<file path="src/rtl/light_pen_decoder.sv">
// -----------------------------------------------------------------------------
// light_pen_decoder
//
// Receive side of the LED-matrix scan. Watches the one-hot row/col strobes
// coming from the scan driver together with the light-pen photodiode. It
// reports the (row, col) of the LED that lit the pen, at most once per frame.
//
// Optional feature macro: LPD_PEN_LOST_EN
//   defined   : counts frames since the last qualified hit and raises pen_lost
//               once LOST_FRAMES frames have passed without one.
//   undefined : no counter; pen_lost is tied low.
//
// Parameters
//   FILT_CYCLES  consecutive synced pen-high cycles at one position (1..255)
//   LOST_FRAMES  hit-free frames before pen_lost asserts (feature build only)
//
// Ports
//   clk        system clock (same domain as the scan driver)
//   rst        asynchronous reset, active-high
//   led_row    one-hot row strobe from the scan driver
//   led_col    one-hot column strobe from the scan driver
//   pen_in     raw photodiode comparator, asynchronous, 1 = light seen
//   hit_ready  consumer accepts the pending hit this cycle
//   hit_valid  hit_row/hit_col hold a pending coordinate
//   hit_row    row index of the hit
//   hit_col    column index of the hit
//   hit_ovr    1-cycle pulse: qualified hit dropped, previous one still pending
//   frame_tick 1-cycle pulse: scan moved onto position (0,0)
//   pos_err    1-cycle pulse: strobes not one-hot at a position change
//   pen_lost   no hit for LOST_FRAMES frames (0 when the feature is off)
// -----------------------------------------------------------------------------
module light_pen_decoder #(
    parameter int FILT_CYCLES = 4,
    parameter int LOST_FRAMES = 8
) (
    input  logic       clk,
    input  logic       rst,
    input  logic [7:0] led_row,
    input  logic [7:0] led_col,
    input  logic       pen_in,
    input  logic       hit_ready,
    output logic       hit_valid,
    output logic [2:0] hit_row,
    output logic [2:0] hit_col,
    output logic       hit_ovr,
    output logic       frame_tick,
    output logic       pos_err,
    output logic       pen_lost
);

    localparam logic [7:0] FILT_MAX  = 8'(FILT_CYCLES);
    localparam logic [7:0] FILT_LAST = 8'(FILT_CYCLES - 1);

    typedef enum logic {
        ARM  = 1'b0,
        LOCK = 1'b1
    } state_t;

    logic       pen_m;
    logic       pen_s;
    logic [7:0] row_r;
    logic [7:0] col_r;
    logic [7:0] row_p;
    logic [7:0] col_p;
    logic [2:0] row_idx;
    logic [2:0] col_idx;
    logic       pos_ok;
    logic       pos_chg;
    logic [7:0] cnt;
    logic       cnt_run;
    logic       qual;
    logic       accept;
    logic       xfer;
    state_t     state;
    state_t     state_nxt;

    function automatic logic [2:0] onehot_idx(input logic [7:0] v);
        logic [2:0] idx;
        idx = 3'd0;
        for (int i = 0; i < 8; i++) begin
            if (v[i]) idx = 3'(i);
        end
        return idx;
    endfunction

    // Two-flop synchronizer for the asynchronous photodiode input.
    // NOTE: sequential state uses non-blocking assignments so every flop
    // samples the pre-edge value of the others, exactly like the hardware.
    always_ff @(posedge clk or posedge rst) begin
        if (rst) begin
            pen_m <= 1'b0;
            pen_s <= 1'b0;
        end else begin
            pen_m <= pen_in;
            pen_s <= pen_m;
        end
    end

    // Current and previous registered strobes; all-zero is the "no position"
    // value after reset, so the first real position counts as a change.
    always_ff @(posedge clk or posedge rst) begin
        if (rst) begin
            row_r <= 8'h00;
            col_r <= 8'h00;
            row_p <= 8'h00;
            col_p <= 8'h00;
        end else begin
            row_r <= led_row;
            col_r <= led_col;
            row_p <= row_r;
            col_p <= col_r;
        end
    end

    assign row_idx    = onehot_idx(row_r);
    assign col_idx    = onehot_idx(col_r);
    assign pos_ok     = $onehot(row_r) && $onehot(col_r);
    assign pos_chg    = (row_r != row_p) || (col_r != col_p);
    assign frame_tick = pos_chg && pos_ok && (row_idx == 3'd0) && (col_idx == 3'd0);
    assign pos_err    = pos_chg && !pos_ok;

    // Dwell filter: the first cycle at a new position never counts, so a pen
    // held across a position change always restarts from zero.
    assign cnt_run = !pos_chg && pos_ok && pen_s;
    assign qual    = cnt_run && (cnt == FILT_LAST);

    always_ff @(posedge clk or posedge rst) begin
        if (rst) begin
            cnt <= 8'h00;
        end else if (!cnt_run) begin
            cnt <= 8'h00;
        end else if (cnt != FILT_MAX) begin
            cnt <= cnt + 8'h01;
        end
    end

    // FSM: state register
    always_ff @(posedge clk or posedge rst) begin
        if (rst) state <= ARM;
        else     state <= state_nxt;
    end

    // FSM: next state. frame_tick has priority over a simultaneous qual.
    // NOTE: state_nxt gets a default before any branch so no latch is inferred.
    always_comb begin
        state_nxt = state;
        if (frame_tick)                   state_nxt = ARM;
        else if (state == ARM && qual)    state_nxt = LOCK;
    end

    // FSM: output decode -- only the first qual of a frame is offered.
    always_comb begin
        accept = 1'b0;
        if (state == ARM && qual && !frame_tick) accept = 1'b1;
    end

    // Hit holding register with valid/ready handshake. A transfer in the same
    // cycle frees the slot, so a new hit can load without a gap.
    assign xfer = hit_valid && hit_ready;

    always_ff @(posedge clk or posedge rst) begin
        if (rst) begin
            hit_valid <= 1'b0;
            hit_row   <= 3'd0;
            hit_col   <= 3'd0;
            hit_ovr   <= 1'b0;
        end else begin
            hit_ovr <= accept && hit_valid && !xfer;
            if (accept && (!hit_valid || xfer)) begin
                hit_valid <= 1'b1;
                hit_row   <= row_idx;
                hit_col   <= col_idx;
            end else if (xfer) begin
                hit_valid <= 1'b0;
            end
        end
    end

`ifdef LPD_PEN_LOST_EN
    localparam logic [7:0] LOST_MAX = 8'(LOST_FRAMES);

    logic [7:0] lost_cnt;

    // Counts frame starts since the last qual of any kind, saturating.
    always_ff @(posedge clk or posedge rst) begin
        if (rst) begin
            lost_cnt <= 8'h00;
        end else if (qual) begin
            lost_cnt <= 8'h00;
        end else if (frame_tick && lost_cnt != LOST_MAX) begin
            lost_cnt <= lost_cnt + 8'h01;
        end
    end

    assign pen_lost = (lost_cnt >= LOST_MAX);
`else
    logic unused_lost_frames;
    assign unused_lost_frames = (LOST_FRAMES != 0);
    assign pen_lost           = 1'b0;
`endif

endmodule

</file>
<file path="config.mk">
export PLATFORM = sky130hd
export DESIGN_NAME = light_pen_decoder
export DESIGN_NICKNAME = d
export VERILOG_FILES = /design/src/rtl/light_pen_decoder.sv
export SDC_FILE = /design/constraint.sdc
export NUM_CORES = 1
export LEC_CHECK = 0
export ABC_AREA = 1
export BUFFER_PORTS_ARGS = -buffer_cell sky130_fd_sc_hd__clkbuf_2
export CAP_MARGIN = 20
export CORE_MARGIN = 8
export CORE_UTILIZATION = 40
export DETAILED_ROUTE_END_ITERATION = 10
export SLEW_MARGIN = 30
export SYNTH_ARGS = -nofsm -noshare
export SYNTH_HDL_FRONTEND = slang
export SYNTH_SLANG_ARGS = --single-unit
</file>
<file path="constraint.sdc">
create_clock -name clk -period 8.2 [get_ports clk]
set_input_delay 0.41 -clock clk [delete_from_list [all_inputs] [get_ports clk]]
set_output_delay 0.41 -clock clk [all_outputs]
set_load 0.01 [all_outputs]
</file>
==> qor.csv <==
metric,value,unit
wl_met3,211,um
synthMuxAreaShare,0,%
yosysUniqueCellTypes,25,
cp-end-kind,output pin,
finalSetupTns,0,ns
critPathLaunchType,flop,
avgViaCountPerCell,4.55,
drt-wirelength-per-cell,11.2,um
crit_buf_inv,6,
place_congestion,0.808,
drt-met1-wl,2090,um
async_flop_share,100,%
reg2reg_from,col_r[0],
tightest_slew,0.600,ns
grt_use_total,11.3,%
fin_nets,361,
status,completed,
criticalPathCategory,flop to output pin,
clock_latency,0.30,ns
slew_violations,0,
synth_fp_nets,326,
synthSimpleGateAreaFrac,24.0,%
arrival,3.88,ns
clock_sinks,51,
chipWidth,95.6,um
yosys_warnings,0,
post_cts_resized,0,
power_frac_seq,56.1,%
p_sw,129,uW
antenna_found_initial,0,
rsz0062_at_grt,false,
dieArea,0.00913,sq mm
max_stage_delay,0.55,ns
h-tree-depth,2,
boundaryPins,31,
crit_fanout,5,
synth_flop_cell,dfrtp_1,
dr_wl_met2,2130,um
dr.pass1.iters,4,
r2r-end,hit_row[0],
start_util,40.6,%
skew,0.00696,ns
io_buffers,29,
synth_xor_area_share,1.04,%
drive_gt1_share,18.2,%
timing.fmax,0.233,GHz
antenna_left,0,
grt_pass1_wl,8000,um
fin_cells,402,
syn-cell-area,0.00253,sq mm
yosysSeqAreaShare,50.4,%
grt-ovfl-total,0,
highest_layer,met4,
cpMaxStageDelayCell,fa_1,
p_leak,0.00152,uW
place_inst,395,
syn2layout_area_growth,12.6,%
synth_edf_count,0,
insertedDiodeCount,0,
num_vias,1829,
cts-root-buf,clkbuf_8,
fill_cells,633,
p_int,347,uW
synth-compound-area-share,4.64,%
core.rowCount,29,
grt_pass1_vias,1842,
crit_family,adder cells,
core_area,0.00624,sq mm
drt_iter0_markers,36,
hold_path.class,primary input to asynchronous set/reset pin,
drc,0,
rr_worst_depth,17,
cts_tree,built,
slew_headroom,60.0,%
holdWs,0.160,ns
synth_top_family_by_area,simple AND/OR/NAND/NOR gates,
cts_hold_buf,0,
numCtsBuffers,5,
setup_viol,0,
hpwlAfterDp,3570,um
grt_max_degree,52,
rrSetupSlack,4.46,ns
vdd_drop_max,91.6,uV
clockBufferDepth,2,
synth_adder_area_share,10.3,%
cts.reportedPaths.clkPinSlew,0.09,ns
hold_violations,0,
clkPwrFrac,29.0,%
cap_violations,0,
crit_top_cell,inv_1,
synth_seq_cells,51,
fin_crit_sh,52.3,%
syn_avg_cell_area,8.73,sq um
crit_chain,inv_1 > fa_1 > fa_1 > fa_1 > inv_1 > ha_1 > inv_1 > fa_1 > nand2_1 > nor2_1 > nand3_1 > nor2_2 > inv_1 > nor2_1 > nand3_1 > inv_1 > clkbuf_2,
finalCriticalPeriod,4.29,ns
synthCells,290,
drt-total-wl,4510,um
postCtsSetupBuffers,0,
die_h,95.6,um
power-per-cell-area,167,mW/mm^2
comb_power_share,15.0,%
switching_share,27.1,%
p_total,476,uW
required,7.79,ns
-- worst max path at each step --
stage	from	end	depth (start not counted)
CTS	col_r[0]	frame_tick	17
finish	col_r[0]	frame_tick	17
global route	col_r[0]	frame_tick	17
floorplan	row_r[0]	frame_tick	16
detailed placement	col_r[0]	frame_tick	17
global placement	col_r[0]	frame_tick	17
-- state kept, by name, summed over array words and instances, names as in the netlist --
| register | count |
|---|---|
| col_r | 8 |
| hit_col | 3 |
| row_r | 8 |
| hit_ovr | 1 |
| pen_s | 1 |
| pen_m | 1 |
| hit_row | 3 |
| cnt | 8 |
| state | 1 |
| col_p | 8 |
| hit_valid | 1 |
| row_p | 8 |
-- placed cells by master, fill, tap and decap left out, types with 2 or more instances in the layout --
cell / n
a21oi_1: 8
a21oi_2: 2
clkbuf_2: 29
clkbuf_8: 5
dfrtp_1: 51
fa_1: 8
ha_1: 8
inv_1: 48
inv_2: 12
nand2_1: 78
nand3_1: 10
nand4_1: 9
nand4_2: 3
nor2_1: 24
nor2_4: 3
nor3_1: 5
o21ai_0: 3
o21ai_1: 6
xor2_1: 3
-- power groups by stage --
stage / combinational, uW / clock, uW / sequential, uW
floorplan: 54.9 / 0 / 270
global placement: 70.6 / 0 / 272
detailed placement: 73.2 / 0 / 272
CTS: 73.9 / 146 / 267
global route: 87.8 / 154 / 268
finish: 71.2 / 138 / 267
-- Yosys cell counts, types with 5 or more instances --
cell type	n	share of area, %
nand2_1	78	12
dfrtp_1	51	50
inv_1	49	7.3
nor2_1	24	3.6
inv_2	12	1.8
nand3_1	10	2.0
nand4_1	9	2.2
a21oi_1	8	1.6
fa_1	8	6.3
ha_1	8	4.0
o21ai_1	6	1.2
nor3_1	5	0.99
-- cells by family (layout without fill, tap and decap cells) --
family | Yosys count | count (layout)
AO/OA/AOI/OAI | 21 | 21
XOR/XNOR | 3 | 3
other | 1 | 1
AND/OR/NAND/NOR | 135 | 135
flip-flops | 51 | 51
buffers and inverters | 63 | 98
adder cells (fa/ha/maj) | 16 | 16
-- through the flow --
step	util (%)	setup WS, ns	instance area, sq um
after floorplan	-	4.54	2530
after global placement	44.3	4.28	2770
after CTS	45.7	3.86	2850
after detailed placement	44.4	4.24	2770
final	45.7	3.91	2850
after global routing	45.7	3.58	2850
-- layout make-up --
cell class	count	area [sq um]	area share [%]
clock buffers	5	68.8	2.41
clock inverters	2	13.8	0.483
inverters	62	235	8.25
multi-input cells	176	1020	35.6
flip-flops and latches	51	1280	44.8
well taps	77	96.3	3.38
repair buffers	29	145	5.09
-- layer usage --
layer | global-route usage (%) | vias up
li1 | - | 958
met1 | 13.5 | 833
met5 | 0 | -
met2 | 18.5 | 30
met3 | 3.07 | 8
met4 | 5.25 | 0
-- worst register-to-register path, cell delays in order, from the launching register on --
cell     delay [ns]
dfrtp_1        0.38
inv_1          0.08
fa_1           0.55
fa_1           0.42
fa_1           0.45
inv_1          0.07
ha_1           0.16
inv_1          0.05
fa_1           0.48
nand2_1        0.05
nor2_1         0.08
nand3_1        0.09
nor2_2         0.22
nand3_2        0.10
nor2_1         0.11
nand4_2        0.18
nand2_1        0.12
nand2_1        0.05
Power figures use the tool's default switching activity.
